## config.mk

```make
export PLATFORM = sky130hd
export DESIGN_NAME = gte_sequencer
export DESIGN_NICKNAME = d
export VERILOG_FILES = /design/src/rtl/gte_sequencer.sv
export SDC_FILE = /design/constraint.sdc
export NUM_CORES = 1
export LEC_CHECK = 0
export BUFFER_PORTS_ARGS = -buffer_cell sky130_fd_sc_hd__buf_2
export CORE_MARGIN = 1.5
export CORE_UTILIZATION = 55
export DETAILED_ROUTE_END_ITERATION = 10
export PLACE_DENSITY = 0.85
export SYNTH_ARGS = -nofsm -noshare
export SYNTH_HDL_FRONTEND = slang
export SYNTH_SLANG_ARGS = --single-unit
```

## constraint.sdc

```tcl
create_clock -name i_clk -period 6.5 [get_ports i_clk]
set_input_delay 0.325 -clock i_clk [delete_from_list [all_inputs] [get_ports i_clk]]
set_output_delay 0.325 -clock i_clk [all_outputs]
set_load 0.02 [all_outputs]
```

## src/rtl/gte_sequencer.sv

```systemverilog
// gte_sequencer: GTE command queue and microcode program-counter sequencer.
// Accepts 25-bit command words into a small FIFO. It dispatches them to the
// microcode ROM through the start-address lookup and then steps the PC until
// the microcode signals its last word.
// Optional feature: define GTE_SEQ_PERFCNT_EN to enable the per-instruction
// cycle counter reported on o_lastCycles. When it is undefined, o_lastCycles
// is tied to zero.
//
// state | meaning
// ------+--------------------------------------------------------------
// IDLE  | no command running; o_PC shows the NOP entry (0)
// EXEC  | a command is running; pc_q is the address of the current word

module gte_sequencer #(
  parameter int unsigned PC_W     = 9,
  parameter int unsigned QDEPTH   = 2,
  parameter logic [5:0]  MVMVA_OP = 6'h12
) (
  input  logic            i_clk,
  input  logic            i_nRst,
  input  logic [24:0]     i_instr,
  input  logic            i_run,
  output logic            o_ready,
  output logic [5:0]      o_opcode,
  input  logic [PC_W-1:0] i_startAdr,
  input  logic            i_lastMicro,
  input  logic            i_stall,
  input  logic            i_abort,
  output logic [PC_W-1:0] o_PC,
  output logic            o_sf,
  output logic            o_lm,
  output logic [1:0]      o_cv,
  output logic [1:0]      o_vec,
  output logic [1:0]      o_mx,
  output logic            o_isMVMVA,
  output logic            o_executing,
  output logic [15:0]     o_lastCycles
);

  localparam int unsigned PTR_W = (QDEPTH > 1) ? $clog2(QDEPTH) : 1;
  localparam int unsigned CNT_W = $clog2(QDEPTH + 1);
  localparam logic [PTR_W-1:0] PTR_LAST = PTR_W'(QDEPTH - 1);
  localparam logic [CNT_W-1:0] CNT_FULL = CNT_W'(QDEPTH);

  typedef enum logic {
    IDLE = 1'b0,
    EXEC = 1'b1
  } state_t;

  state_t           state_q, state_d;
  logic [PC_W-1:0]  pc_q, pc_d;

  logic [24:0]      mem_q [QDEPTH];
  logic [PTR_W-1:0] rd_ptr_q, rd_ptr_d;
  logic [PTR_W-1:0] wr_ptr_q, wr_ptr_d;
  logic [CNT_W-1:0] count_q, count_d;

  logic             sf_q, lm_q, mvmva_q;
  logic [1:0]       cv_q, vec_q, mx_q;

  logic             q_empty;
  logic             ready_int;
  logic             has_src;
  logic [24:0]      src;
  logic             done;
  logic             dispatch;
  logic             push;
  logic             pop;
  logic             unused_src_bits;

  // Queue status, next-command source selection and dispatch decision
  always_comb begin
    q_empty   = (count_q == '0);
    ready_int = (count_q < CNT_FULL);
    has_src   = !q_empty || i_run;
    src       = q_empty ? i_instr : mem_q[rd_ptr_q];
    done      = (state_q == EXEC) && i_lastMicro && !i_stall;
    dispatch  = !i_abort && has_src && ((state_q == IDLE) || done);
    pop       = dispatch && !q_empty;
    // A command taken straight from i_instr as a bypass is not also queued.
    push      = !i_abort && i_run && ready_int && !(dispatch && q_empty);
  end

  assign unused_src_bits = ^{src[24:20], src[12:11], src[9:6]};

  assign o_opcode    = src[5:0];
  assign o_ready     = i_nRst && ready_int;
  assign o_executing = i_nRst &&
                       (((state_q == EXEC) && !(done && !has_src)) || !q_empty);
  assign o_PC        = i_nRst ? pc_d : '0;

  // Next state and zero-latency PC selection
  always_comb begin
    state_d = state_q;
    pc_d    = pc_q;
    if (i_abort) begin
      state_d = IDLE;
      pc_d    = '0;
    end else if (dispatch) begin
      state_d = EXEC;
      pc_d    = i_startAdr;
    end else begin
      case (state_q)
        IDLE: pc_d = '0;
        EXEC: begin
          if (i_stall) begin
            pc_d = pc_q;
          end else if (!i_lastMicro) begin
            pc_d = pc_q + PC_W'(1);
          end else begin
            pc_d    = '0;
            state_d = IDLE;
          end
        end
        default: begin
          state_d = IDLE;
          pc_d    = '0;
        end
      endcase
    end
  end

  // State and PC registers
  always_ff @(posedge i_clk or negedge i_nRst) begin
    if (!i_nRst) begin
      state_q <= IDLE;
      pc_q    <= '0;
    end else begin
      state_q <= state_d;
      pc_q    <= pc_d;
    end
  end

  // Queue pointer and occupancy update; abort flushes everything
  always_comb begin
    rd_ptr_d = rd_ptr_q;
    wr_ptr_d = wr_ptr_q;
    count_d  = count_q;
    if (i_abort) begin
      rd_ptr_d = '0;
      wr_ptr_d = '0;
      count_d  = '0;
    end else begin
      if (pop) begin
        rd_ptr_d = (rd_ptr_q == PTR_LAST) ? '0 : rd_ptr_q + PTR_W'(1);
      end
      if (push) begin
        wr_ptr_d = (wr_ptr_q == PTR_LAST) ? '0 : wr_ptr_q + PTR_W'(1);
      end
      case ({push, pop})
        2'b10:   count_d = count_q + CNT_W'(1);
        2'b01:   count_d = count_q - CNT_W'(1);
        default: count_d = count_q;
      endcase
    end
  end

  // Queue pointer and occupancy registers
  always_ff @(posedge i_clk or negedge i_nRst) begin
    if (!i_nRst) begin
      rd_ptr_q <= '0;
      wr_ptr_q <= '0;
      count_q  <= '0;
    end else begin
      rd_ptr_q <= rd_ptr_d;
      wr_ptr_q <= wr_ptr_d;
      count_q  <= count_d;
    end
  end

  // Queue storage; data only, validity is tracked by count_q
  always_ff @(posedge i_clk) begin
    if (push) begin
      mem_q[wr_ptr_q] <= i_instr;
    end
  end

  // Command fields captured at dispatch and held until the next one
  always_ff @(posedge i_clk or negedge i_nRst) begin
    if (!i_nRst) begin
      sf_q    <= 1'b0;
      lm_q    <= 1'b0;
      cv_q    <= 2'b00;
      vec_q   <= 2'b00;
      mx_q    <= 2'b00;
      mvmva_q <= 1'b0;
    end else if (dispatch) begin
      sf_q    <= src[19];
      lm_q    <= src[10];
      cv_q    <= src[14:13];
      vec_q   <= src[16:15];
      mx_q    <= src[18:17];
      mvmva_q <= (src[5:0] == MVMVA_OP);
    end
  end

  assign o_sf      = sf_q;
  assign o_lm      = lm_q;
  assign o_cv      = cv_q;
  assign o_vec     = vec_q;
  assign o_mx      = mx_q;
  assign o_isMVMVA = mvmva_q;

`ifdef GTE_SEQ_PERFCNT_EN
  logic [15:0] cyc_q, cyc_d;
  logic [15:0] last_q, last_d;

  // Cycle count of the running command; cyc_q is 1 in its first EXEC cycle
  always_comb begin
    cyc_d  = cyc_q;
    last_d = last_q;
    if (done && !i_abort) begin
      last_d = cyc_q;
    end
    if (dispatch) begin
      cyc_d = 16'd1;
    end else if ((state_q == EXEC) && !done && (cyc_q != 16'hFFFF)) begin
      cyc_d = cyc_q + 16'd1;
    end
  end

  // Performance counter registers
  always_ff @(posedge i_clk or negedge i_nRst) begin
    if (!i_nRst) begin
      cyc_q  <= '0;
      last_q <= '0;
    end else begin
      cyc_q  <= cyc_d;
      last_q <= last_d;
    end
  end

  assign o_lastCycles = last_q;
`else
  assign o_lastCycles = 16'h0000;
`endif

endmodule

```

==> Yosys cells after proc, flatten, opt, wreduce, memory -nomap -nowiden <==
Memories as Yosys holds them, arrays and structs flattened.
Index checks and enable logic that the tools add are counted.
{ "totals": {"mem_count": 1, "ram_bits": 50, "regBits": 23, "input_bits": 40} }
{ "mem_list": {"columns": ["name", "depth", "word_bits", "read_ports", "rd_clocked_by_memory_dff", "write_ports", "line_no", "source"], "rows": [
  ["mem_q", 2, 25, 1, 0, 1, "53", "logic [24:0] mem_q [QDEPTH];"]
]} }
{ "op_classes": {"n_reduce_logical": 26, "n_bitwise": 1, "eq_ne": 3, "order_cmp": 1, "n_mux": 22, "addsub": 5} }
{ "op_table": {"columns": ["operator", "n"], "rows": [
  ["$mux W9", 5],
  ["$mux W20", 1],
  ["$pmux W9 S2", 1],
  ["$logic_and A1 B1 Y1", 13],
  ["$mux W1", 13],
  ["$add A9 B1 Y9 const B", 1],
  ["$eq A6 B5 Y1 const B", 1],
  ["$logic_not A1 Y1", 6],
  ["$pmux W2 S2", 1],
  ["$reduce_bool A2 Y1", 2],
  ["$logic_or A1 B1 Y1", 3],
  ["$reduce_bool A3 Y1", 1],
  ["$add A1 B1 Y1 const B", 2],
  ["$add A2 B1 Y2 const B", 1],
  ["$eq A2 B1 Y1 const B", 1],
  ["$eq A2 B2 Y1 const B", 1],
  ["$logic_not A2 Y1", 1],
  ["$lt A2 B2 Y1 const B", 1],
  ["$mux W2", 1],
  ["$sub A2 B1 Y2 const B", 1],
  ["$not A1 Y1", 1]
]} }

==> Logic depth before layout (Yosys ltp) <==
Gate-level depths: netlist of run 1.
{ "logic_depth": {"word_depth": 11, "depth_mapped": 7, "depth_no_buf": 5} }

==> Worst setup path after synthesis of run 1 <==
Ideal clock, no wire load.
{ "synth_path": {"path_type": "input -> register", "start": "input port i_stall", "end": "memory mem_q[1][0] (enable)", "required_ps": 6094, "t_arrival_ps": 2223, "n_path_buf": 2, "setup_slack_ps": 3871, "setup_time_ps": 406, "stages": 6, "path_cell_list": "buf_2 -> nand2b_1 -> buf_2 -> a21oi_1 -> or2_2 -> nor3b_1"} }
{ "synth_between": {"elab_chain_len": 9} }
{ "synth_lines": {"columns": ["item", "line_no", "source"], "rows": [
  ["from (decl)", "27", "input logic i_stall,"],
  ["$logic_not A1 Y1", "77", "done = (state_q == EXEC) && i_lastMicro && !i_stall;"],
  ["$logic_and A1 B1 Y1", "77", null],
  ["$logic_or A1 B1 Y1", "78", "dispatch = !i_abort && has_src && ((state_q == IDLE) || done);"],
  ["$logic_and A1 B1 Y1", "78", null],
  ["$logic_and A1 B1 Y1", "81", "push = !i_abort && i_run && ready_int && !(dispatch && q_empty);"],
  ["$logic_not A1 Y1", "81", null],
  ["$logic_and A1 B1 Y1", "81", null],
  ["$mux W1", "173", "if (push) begin"],
  ["$mux W1 (implied by the code)", "174", "mem_q[wr_ptr_q] <= i_instr;"],
  ["to (decl)", "53", null]
]} }
No other way between the ends.

==> Worst setup path in the final report of run 1 <==
{ "layout_path": {"start": "register count_q[1]", "end": "output port o_PC[7]"} }
{ "layout_between": {"elab_chain_len": 8} }
{ "layout_lines": {"columns": ["item", "line_no", "source"], "rows": [
  ["from (decl)", "56", "logic [CNT_W-1:0] count_q, count_d;"],
  ["from (signal assigned)", "167", "count_q <= count_d;"],
  ["$logic_not A2 Y1", "73", "q_empty = (count_q == '0);"],
  ["$logic_not A1 Y1", "75", "has_src = !q_empty || i_run;"],
  ["$logic_or A1 B1 Y1", "75", null],
  ["$logic_and A1 B1 Y1 (2 in a row)", "78", null],
  ["$mux W9", "99", "end else if (dispatch) begin"],
  ["$mux W9", "96", "if (i_abort) begin"],
  ["$mux W9", "90", "assign o_PC = i_nRst ? pc_d : '0;"],
  ["to (decl)", "29", "output logic [PC_W-1:0] o_PC,"]
]} }
No other way between the ends.

==> results of run 1 <==
## layout make-up
| class | count | area [sq um] | area share (%) |
|---|---|---|---|
| clock inverters | 2 | 38.79 | 1.336 |
| well taps | 52 | 65.06 | 2.241 |
| multi-input cells | 161 | 1015 | 34.96 |
| clock buffers | 6 | 82.58 | 2.845 |
| flip-flops and latches | 51 | 1416 | 48.79 |
| inverters | 4 | 15.01 | 0.5172 |
| repair buffers | 54 | 270.3 | 9.310 |
## metrics by stage
stage	hold slack (ps)	utilization (%)	area, sq um	cells
after floorplan	29.41	-	2670	251
after global placement	360.0	62.16	2781	322
after detailed placement	367.3	62.16	2781	322
after CTS	18.92	64.88	2903	330
after global routing	58.14	64.88	2903	330
final	20.52	64.88	2903	330
## per-layer routing
metal | routed length, microns | vias up | share of wire, %
li1 | - | 904 | -
met1 | 2213 | 903 | 42
met2 | 2740 | 72 | 51
met3 | 275 | 7 | 5.2
met4 | 100 | 0 | 1.9
met5 | 0 | - | 0
## synthesized netlist by cell type, drive strengths merged
library cell,number
inv,4
mux2,9
nor2b,2
and2,3
a22oi,3
or3,2
dfrtp,23
xnor2,3
xor2,2
nor2,17
o22ai,8
a21o,1
nand2,13
o21a,3
and4b,1
o21ai,9
edfxtp,28
nand3,4
mux2i,7
conb,1
nand2b,2
nor4b,1
or4b,1
nand4,2
a32oi,1
and3,1
clkbuf,4
o32ai,3
o21bai,1
a21oi,23
a211oi,3
nand4b,3
nor3b,3
ha,1
nor3,9
or2,2
buf,31
a21boi,2
## layout by cell type, fill, tap and decap left out, types with 4 or more instances in the layout
cell and n:
nor2_1 16, mux2i_1 7, a21oi_1 22, inv_1 4
clkbuf_8 6, o21ai_0 9, nand3_1 4, conb_1 16
dfrtp_1 23, mux2_2 9, o22ai_1 8, buf_2 54
nand2_1 13, nor3_1 7, edfxtp_1 28
## power by group through the flow
stage	sequential [uW]	clock (uW)	combinational (uW)
2_1_floorplan	395	0	99.2
3_3_place_gp	387	0	135
3_5_place_dp	389	0	138
4_1_cts	382	236	139
5_1_grt	386	245	152
6_report	383	232	139
## worst min path at each step
| stage | startpoint | end | slack, ps | cells past startpoint |
|---|---|---|---|---|
| 3_3_place_gp | i_nRst | pc_q[2] | 360 | 1 |
| 6_report | i_nRst | o_lm | 20 | 1 |
| 4_1_cts | i_nRst | o_lm | 20 | 1 |
| 3_5_place_dp | i_nRst | pc_q[2] | 370 | 1 |
| 5_1_grt | i_nRst | o_vec[1] | 60 | 1 |
| 2_1_floorplan | i_nRst | count_q[0] | 30 | 0 |
## state kept, by name (all words and copies together), names as in the netlist, 2 cells and up
signal and count:
mem_q 28, pc_q 9, count_q 2, o_cv 2, o_mx 2, o_vec 2
## kinds of logic (layout without fill, tap and decap cells)
family / count (synthesis) / count (layout) / synth area share [%]
fa+ha+maj: 1 / 1 / 0.4786
flops: 51 / 51 / 54.19
xor+xnor: 5 / 5 / 1.676
simple gates: 66 / 66 / 13.40
buf+inv: 39 / 66 / 9.526
other cells: 1 / 16 / 0.1435
mux: 16 / 16 / 6.558
compound gates: 57 / 57 / 14.03
==> results_dict.tcl, run 1 <==
set metrics [dict create \
    power.leakage_uw 0.001179 \
    dp_hpwl_microns 3715 \
    htreeDepth 2 \
    ant_nets 0 \
    root_buffer "clkbuf_8" \
    syn_to_final_growth_pct 11.06 \
    yosys_warnings 0 \
    numPortBuffers 54 \
    wl_per_cell_microns 16.15 \
    setup-tns-final_ps 0 \
    crit_fanout 13 \
    power_frac_clock_pct 30.8 \
    status "completed" \
    num_rows 24 \
    cts_made_buffers 5 \
    endpoint "o_PC[7]" \
    core-area_sq_mm 0.004474 \
    cts_resized 0 \
    postCtsSetupBuffers 0 \
    n_fill_cell 357 \
    grt.met1_usage_pct 26.48 \
    max_clock_freq_mhz 365.1 \
    worst_pin_slew_ps 1181 \
    holdBufCountCts 0 \
    maxCapViolations 0 \
    fin_worst_skew_ps 11.56 \
    drive_gt1_share_pct 28.42 \
    slowest_stage "a211oi_2" \
    num_antenna_cells 0 \
    finalSetupViolations 0 \
    vias 1886 \
    critPathMaxStageDelay_ps 790 \
    sw_frac_of_total_pct 28.44 \
    seq_area_frac_synth_pct 54.19 \
    die_h_microns 71.94 \
    track_usage_pct 21.78 \
    path_cells "nor3_1 > a211oi_2 > nand2_1 > a21oi_1 > buf_2" \
    grt_overflow 0 \
    rrSetupSlack_ps 4010 \
    r2r-start "count_q[1]" \
    clk_path_buf_depth 2 \
    grt_busiest_layer "met2" \
    cts_tree "built" \
    vdd_ir_drop_max_mv 0.1463 \
    grt_max_degree 31 \
    setup_slack_ps 3761 \
    min_period_ps 2739 \
    period_share_pct 42.14 \
    p_sw_uw 214.1 \
    ys_ff_latch 51 \
    hp-class "input pin to async pin" \
    antenna_found_initial 0 \
    die_w_microns 71.94 \
    synthTopCellsByArea "edfxtp_1 32%, dfrtp_1 22%, buf_4 6.6%" \
    required_ps 6170 \
    r2r-end "mem_q[1][5]" \
    insertion_delay_ps 310 \
    hold_viol 0 \
    grt_pass1_vias 1823 \
    synth_area_sq_mm 0.002614 \
    finalMaxSlewViolations 0 \
    crit_start "count_q[1]" \
    reg2reg_depth 3 \
    gr-usage-met3_pct 3.333 \
    synth.largest_area_cell "edfxtp_1" \
    dieArea_sq_mm 0.005175 \
    power.density_mw_per_mm2 259.4 \
    synth_cell_types 48 \
    place_ws_ps 3872 \
    crit_arrival_ps 2410 \
    p_int_uw 538.8 \
    avgSynthCellArea_sq_um 11.08 \
    crit_family "compound AO/OA/AOI/OAI gates" \
    routed_wl_microns 5329 \
    synth_cells 236 \
    drc_errors 0 \
    synth.top_cell.area_share_pct 32.17 \
    cts.sink_count 51 \
    power_frac_comb_pct 18.4 \
    viasPerCell 5.715 \
    power.total_uw 752.9 \
    start_util_pct 58.42 \
    seqPwrFrac_pct 50.8 \
    place.gp.congestion 0.7941 \
    cp_num_buf_inv 1 \
    relSlewSlack_pct 20.92 \
    grtUsageMet2_pct 37.96 \
    cp_num_cells 5 \
    worst_setup_path_start_kind "flip-flop" \
    rsz0062_at_grt "false" \
    first_iter_violations 160 \
    crit_type "flip-flop to primary output" \
    clk_pin_slew_worst_paths_ps 90 \
    grt_pass1_wl_microns 8514 \
    nets 318 \
    io_pins 82 \
    cp-end-kind "primary output" \
    drt_first_pass_iters 4 \
]
Power figures use the tool's default switching activity.
==> inputs of run 2 (changes only) <==
ABC_AREA = 1   (was not set)
CORE_UTILIZATION = 46   (was 55)
PLACE_DENSITY = 0.76   (was 0.85)
clock period = 2.3 ns   (was 6.5 ns; I/O delays follow)
==> run 2 against run 1 <==
  * First-iteration DRC count is 47% lower
  * Sequential power grew to 3.1 times the previous value
  * Register-to-register slack worse by 3600 ps
  * Non-clock buffer count is 16 higher
  * Wire length hardly changed
  * Cell count is 24% higher
  * Worst hold slack worse by 13 ps
  * Global-route usage is 3.4 points lower
  * Area after synthesis is 0.81% higher
  * Clock skew is 4.8 ps lower
==> results_dict.tcl, run 2 <==
set metrics [dict create \
    track_usage_pct 18.33 \
    ys_ff_latch 51 \
    start_util_pct 47.85 \
    nets 376 \
    holdBufCountCts 6 \
    synth_area_sq_mm 0.002635 \
    grt_overflow 0 \
    htreeDepth 2 \
    grt_pass1_vias 1863 \
    die_h_microns 78.69 \
    dieArea_sq_mm 0.006191 \
    synth.top_cell.area_share_pct 31.91 \
    antenna_found_initial 0 \
    synth_cell_types 33 \
    ant_nets 0 \
    synth_ff_type "edfxtp_1" \
    routed_wl_microns 5326 \
    syn_to_final_growth_pct 16.00 \
    vdd_ir_drop_max_mv 0.4683 \
    dp_hpwl_microns 3819 \
    grt_pass1_wl_microns 8790 \
    first_iter_violations 85 \
    setup_slack_ps 255.0 \
    status "completed" \
    synthTopCellsByArea "edfxtp_1 32%, dfrtp_1 22%, nand2_1 6.8%" \
    num_antenna_cells 0 \
    cts_made_buffers 5 \
    grt_max_degree 18 \
    period_share_pct 88.91 \
    power.total_uw 2493 \
    cts.sink_count 51 \
    synth.most_common_cell "nand2_1" \
    cp-end-kind "primary output" \
    num_rows 27 \
    post-route-util_pct 55.51 \
    setup-tns-final_ps 0 \
    synth_edf_count 28 \
    min_period_ps 2045 \
    seq_area_frac_synth_pct 53.75 \
    place_ws_ps 415.8 \
    drive_gt1_share_pct 26.19 \
    max_clock_freq_mhz 489.0 \
    maxCapViolations 0 \
    yosys_warnings 0 \
    synth_async_sr_flop_share_pct 45.10 \
    hold_depth 1 \
    cts_resized 0 \
    postCtsSetupBuffers 0 \
    power.density_mw_per_mm2 815.4 \
    root_buffer "clkbuf_8" \
    clk_path_buf_depth 2 \
    vias 1985 \
    drc_errors 0 \
    crit_fanout 17 \
    crit_arrival_ps 1930 \
    cts_tree "built" \
    io_pins 82 \
    largest_register_ffs 28 \
    rsz0062_at_grt "false" \
    regMostFlops "mem_q" \
    largestRegisters "mem_q: 28 flops, pc_q: 9 flops" \
    fin_worst_skew_ps 6.737 \
    reg2reg_depth 8 \
    worst_setup_path_start_kind "flip-flop" \
    final_cell_mix "54 x buf_2, 48 x nand2_1, 28 x edfxtp_1" \
    required_ps 2180 \
    wl_per_cell_microns 13.05 \
    power.leakage_uw 0.001383 \
    synth_cells 272 \
    drt_first_pass_iters 4 \
    clk_pin_slew_worst_paths_ps 90 \
    crit_type "flip-flop to primary output" \
    place.gp.congestion 0.8430 \
    avgSynthCellArea_sq_um 9.688 \
    final_common_cell "buf_2" \
    finalMaxSlewViolations 0 \
    synthTopCellsByCount "48 x nand2_1, 28 x edfxtp_1, 27 x nor2_1, 23 x dfrtp_1, 23 x inv_1" \
    synth.largest_area_cell "edfxtp_1" \
    numPortBuffers 54 \
    core-area_sq_mm 0.005507 \
    viasPerCell 4.865 \
    finalSetupViolations 0 \
    hold_viol 0 \
    die_w_microns 78.69 \
    hp-class "input pin to flip-flop" \
    insertion_delay_ps 310 \
]
-- run 2: cell types whose count changed in the layout (fill, tap and decap cells not counted), moves of 8 or more --
cell | previous run | this run
nor2_1 | 16 | 27
nand2_1 | 13 | 48
a21oi_1 | 22 | 11
nand3_1 | 4 | 19
o211ai_1 | 0 | 9
mux2_2 | 9 | 0
dlygate4sd3_1 | 0 | 8
buf_4 | 0 | 8
inv_1 | 4 | 23
o22ai_1 | 8 | 0
-- run 2: cell families (layout without fill, tap and decap cells) --
logic type,count (synthesis),after routing,synth area share (%)
AOI/OAI and AO/OA,39,39,9.259
xor gates and xnor gates,1,1,0.3324
adders and majority gates,1,1,0.4748
buffers and inverters,56,105,12.53
DFF,51,51,53.75
muxes,8,8,3.039
other,1,16,0.1423
and+or+nand+nor,115,115,20.47
-- run 2: area by class of cell --
class | count | area, sq um
Multi-Input combinational cell | 180 | 944.7
Sequential cell | 51 | 1416
Inverter | 27 | 106.4
Tap cell | 72 | 90.09
Clock buffer | 6 | 72.57
Timing Repair Buffer | 70 | 410.4
Clock inverter | 2 | 16.27
Fill cell | 501 | 2450
-- run 2: through the flow --
step	hold slack, ps	cells	area, sq um
after floorplan	-180.6	287	2691
after global placement	-15.30	392	2888
after detailed placement	-15.13	392	2888
after CTS	1.288	406	3037
after global routing	2.121	408	3057
final	7.088	408	3057
-- run 2: final timing paths --
check                      slack (ps)           to       start
min in group asynchronous         190      pc_q[3]      i_nRst
hold / removal                      7  mem_q[0][1]  i_instr[1]
setup / recovery                  260      o_PC[5]  count_q[1]
max in group asynchronous        1600         o_lm      i_nRst
setup reg to reg                  420  mem_q[0][4]  count_q[1]
hold reg to reg                   490    o_isMVMVA   o_isMVMVA
-- run 2: layer usage --
| layer | GRT usage [%] | wire length [microns] | vias up |
|---|---|---|---|
| met4 | 4.286 | 53 | 0 |
| met5 | 0 | 0 | - |
| met2 | 30.26 | 2533 | 81 |
| li1 | - | - | 994 |
| met1 | 23.83 | 2362 | 904 |
| met3 | 5.233 | 378 | 6 |
-- run 2: worst max-delay path: stages, from the launching register on --
cell and delay [ps]:
dfrtp_1 480, nor2_4 80, inv_4 130, nor2_4 70
nor2_8 290, nand2_1 70, o21ai_0 80, inv_1 70
nor3_1 150, buf_2 200
-- run 2: power by group --
group          total, uW  leakage [uW]  switching [uW]  internal [uW]
Clock                527     0.0000418             308            219
Sequential          1170      0.000554            78.3           1090
Combinational        793      0.000788             526            267
Total               2490       0.00138             913           1580
==> inputs of run 3 (changes only) <==
CORE_UTILIZATION = 48   (was 46)
CTS_BUF_LIST = sky130_fd_sc_hd__clkbuf_2 sky130_fd_sc_hd__clkbuf_4 sky130_fd_sc_hd__clkbuf_8   (was not set)
PLACE_DENSITY = 0.79   (was 0.76)
==> run 3 against run 2 <==
  * Flip-flop and latch count stayed put
  * Power down 0.32%
  * Register-to-register slack lost 20 ps
  * Setup slack better by 18 ps
  * Fmax grew 0.90%
  * Clock skew increased by 1.8 ps
==> results_dict.tcl, run 3 (synthesis results as in run 2) <==
set metrics [dict create \
    status "completed" \
    rsz0062_at_grt "false" \
    final_common_cell "buf_2" \
    min_period_ps 2027 \
    slowest_stage "dfrtp_1" \
    crit_fanout 17 \
    crit_type "flip-flop to primary output" \
    p_int_uw 1574 \
    cts.sink_count 51 \
    hold_viol 0 \
    antenna_found_initial 0 \
    postCtsSetupBuffers 0 \
    crit_family "simple AND/OR/NAND/NOR gates" \
    finalSetupViolations 0 \
    whs_ps 6.819 \
    ant_nets 0 \
    num_antenna_cells 0 \
    routed_wl_microns 5191 \
    grt_pass1_wl_microns 8852 \
    drc_errors 0 \
    dieArea_sq_mm 0.005943 \
    nets 371 \
    power.density_mw_per_mm2 825.0 \
    die_h_microns 77.09 \
    die_w_microns 77.09 \
    clk_pin_slew_worst_paths_ps 100 \
    power_frac_comb_pct 31.4 \
    start_util_pct 50.62 \
    clk_path_buf_depth 2 \
    num_rows 26 \
    crit_arrival_ps 1910 \
    worst_setup_path_start_kind "flip-flop" \
    n_fill_cell 473 \
    cp-end-kind "primary output" \
    numPortBuffers 54 \
    max_clock_freq_mhz 493.4 \
    drt_first_pass_iters 4 \
    final_cell_mix "54 x buf_2, 48 x nand2_1, 28 x edfxtp_1" \
    grt_overflow 0 \
    period_share_pct 88.12 \
    required_ps 2180 \
    seq_area_sq_mm 0.001416 \
    maxCapViolations 0 \
    syn_to_final_growth_pct 14.29 \
    grt_max_degree 18 \
    finalMaxSlewViolations 0 \
    path_common_cell "nor2_4" \
    wl_per_cell_microns 12.95 \
    insertion_delay_ps 310 \
    drive_gt1_share_pct 26.28 \
    p_sw_uw 910.6 \
    viasPerCell 4.955 \
    dp_hpwl_microns 3639 \
    largestRegisters "mem_q: 28 flops, pc_q: 9 flops" \
    core-area_sq_mm 0.005205 \
    grt_pass1_vias 1902 \
    multi_input_area_sq_um 944.7 \
    seqPwrFrac_pct 47.0 \
    power_frac_clock_pct 21.6 \
    power.total_uw 2485 \
    hp-class "input pin to flip-flop" \
    cts_tree "built" \
    sw_frac_of_total_pct 36.65 \
    regMostFlops "mem_q" \
    setup-tns-final_ps 0 \
    place.gp.congestion 0.8187 \
    fin_worst_skew_ps 8.568 \
    path_cells "nor2_4 > inv_4 > nor2_4 > nor2_8 > nand2_1 > o21ai_0 > inv_1 > nor3_1 > buf_2" \
    vdd_ir_drop_max_mv 0.5032 \
    cts_made_buffers 5 \
    htreeDepth 2 \
    track_usage_pct 18.69 \
    largest_register_ffs 28 \
    io_pins 82 \
    critPathMaxStageDelay_ps 480 \
    first_iter_violations 98 \
    cts_resized 0 \
    vias 1987 \
    power.leakage_uw 0.001367 \
    root_buffer "clkbuf_8" \
    cp_num_buf_inv 3 \
]
==> run 3: cell types whose count changed in the layout (fill, tap and decap cells not counted) <==
cell	delta
buf_4	-2
clkbuf_1	-1
clkinv_2	+1
clkinvlp_4	-1
dlygate4sd3_1	-3
inv_6	+1
==> run 3: cell type report <==
cell class                      count  area share [%]
Clock buffer                        5           2.285
Clock inverter                      3          0.7478
Inverter                           27           3.531
Multi-Input combinational cell    180           31.37
Sequential cell                    51           47.03
Tap cell                           70           2.908
Timing Repair Buffer               65           12.13
==> run 3: worst register-to-register path: stages (launching register included) <==
cell and delay, ps:
dfrtp_1 480, nor2_4 80, inv_4 140, nor2_4 70, nor2_8 280, inv_4 150, o21ai_2 200, nor2_1 60
buf_4 200
==> run 3: power by group through the flow <==
stage	Clock (uW)	Sequential [uW]	Combinational (uW)
after floorplan	0	1260	546
after global placement	0	1180	766
after detailed placement	0	1190	779
after CTS	550	1170	789
after global routing	579	1180	867
final	536	1170	781
==> run 3: path summary, 6_finish.rpt <==
kind                       startpoint           end  slack (ps)  cells after the start
min                        i_instr[2]   mem_q[0][2]           7                      1
min in group asynchronous      i_nRst       pc_q[3]         190                      2
max                        count_q[1]       o_PC[6]         270                      9
max reg2reg                count_q[1]  mem_q[0][18]         400                      8
min reg2reg                 o_isMVMVA     o_isMVMVA         490                      2
max in group asynchronous      i_nRst    count_q[1]        1600                      3
==> run 3: routing by layer <==
layer	up-vias	wire length, microns	global-route usage [%]
met4	0	51	5.455
met1	909	2291	25.10
met5	-	0	0
met3	5	371	3.690
met2	84	2476	30.80
li1	989	-	-
==> run 3: timing repair <==
item	4_1_cts	5_1_grt
hold buffers	4	1
hold endpoints to repair	29	2
endpoints found under the setup margin	0	0
==> run 3: per-stage QoR <==
step | worst slack, ps | instances | area (sq um) | util (%)
6_report | 273.3 | 401 | 3012 | 57.86
5_1_grt | 73.92 | 401 | 3012 | 57.86
4_1_cts | 228.8 | 400 | 3002 | 57.67
3_5_place_dp | 387.1 | 388 | 2870 | 55.14
3_3_place_gp | 436.1 | 388 | 2870 | 55.14
2_1_floorplan | 267.5 | 287 | 2691 | -
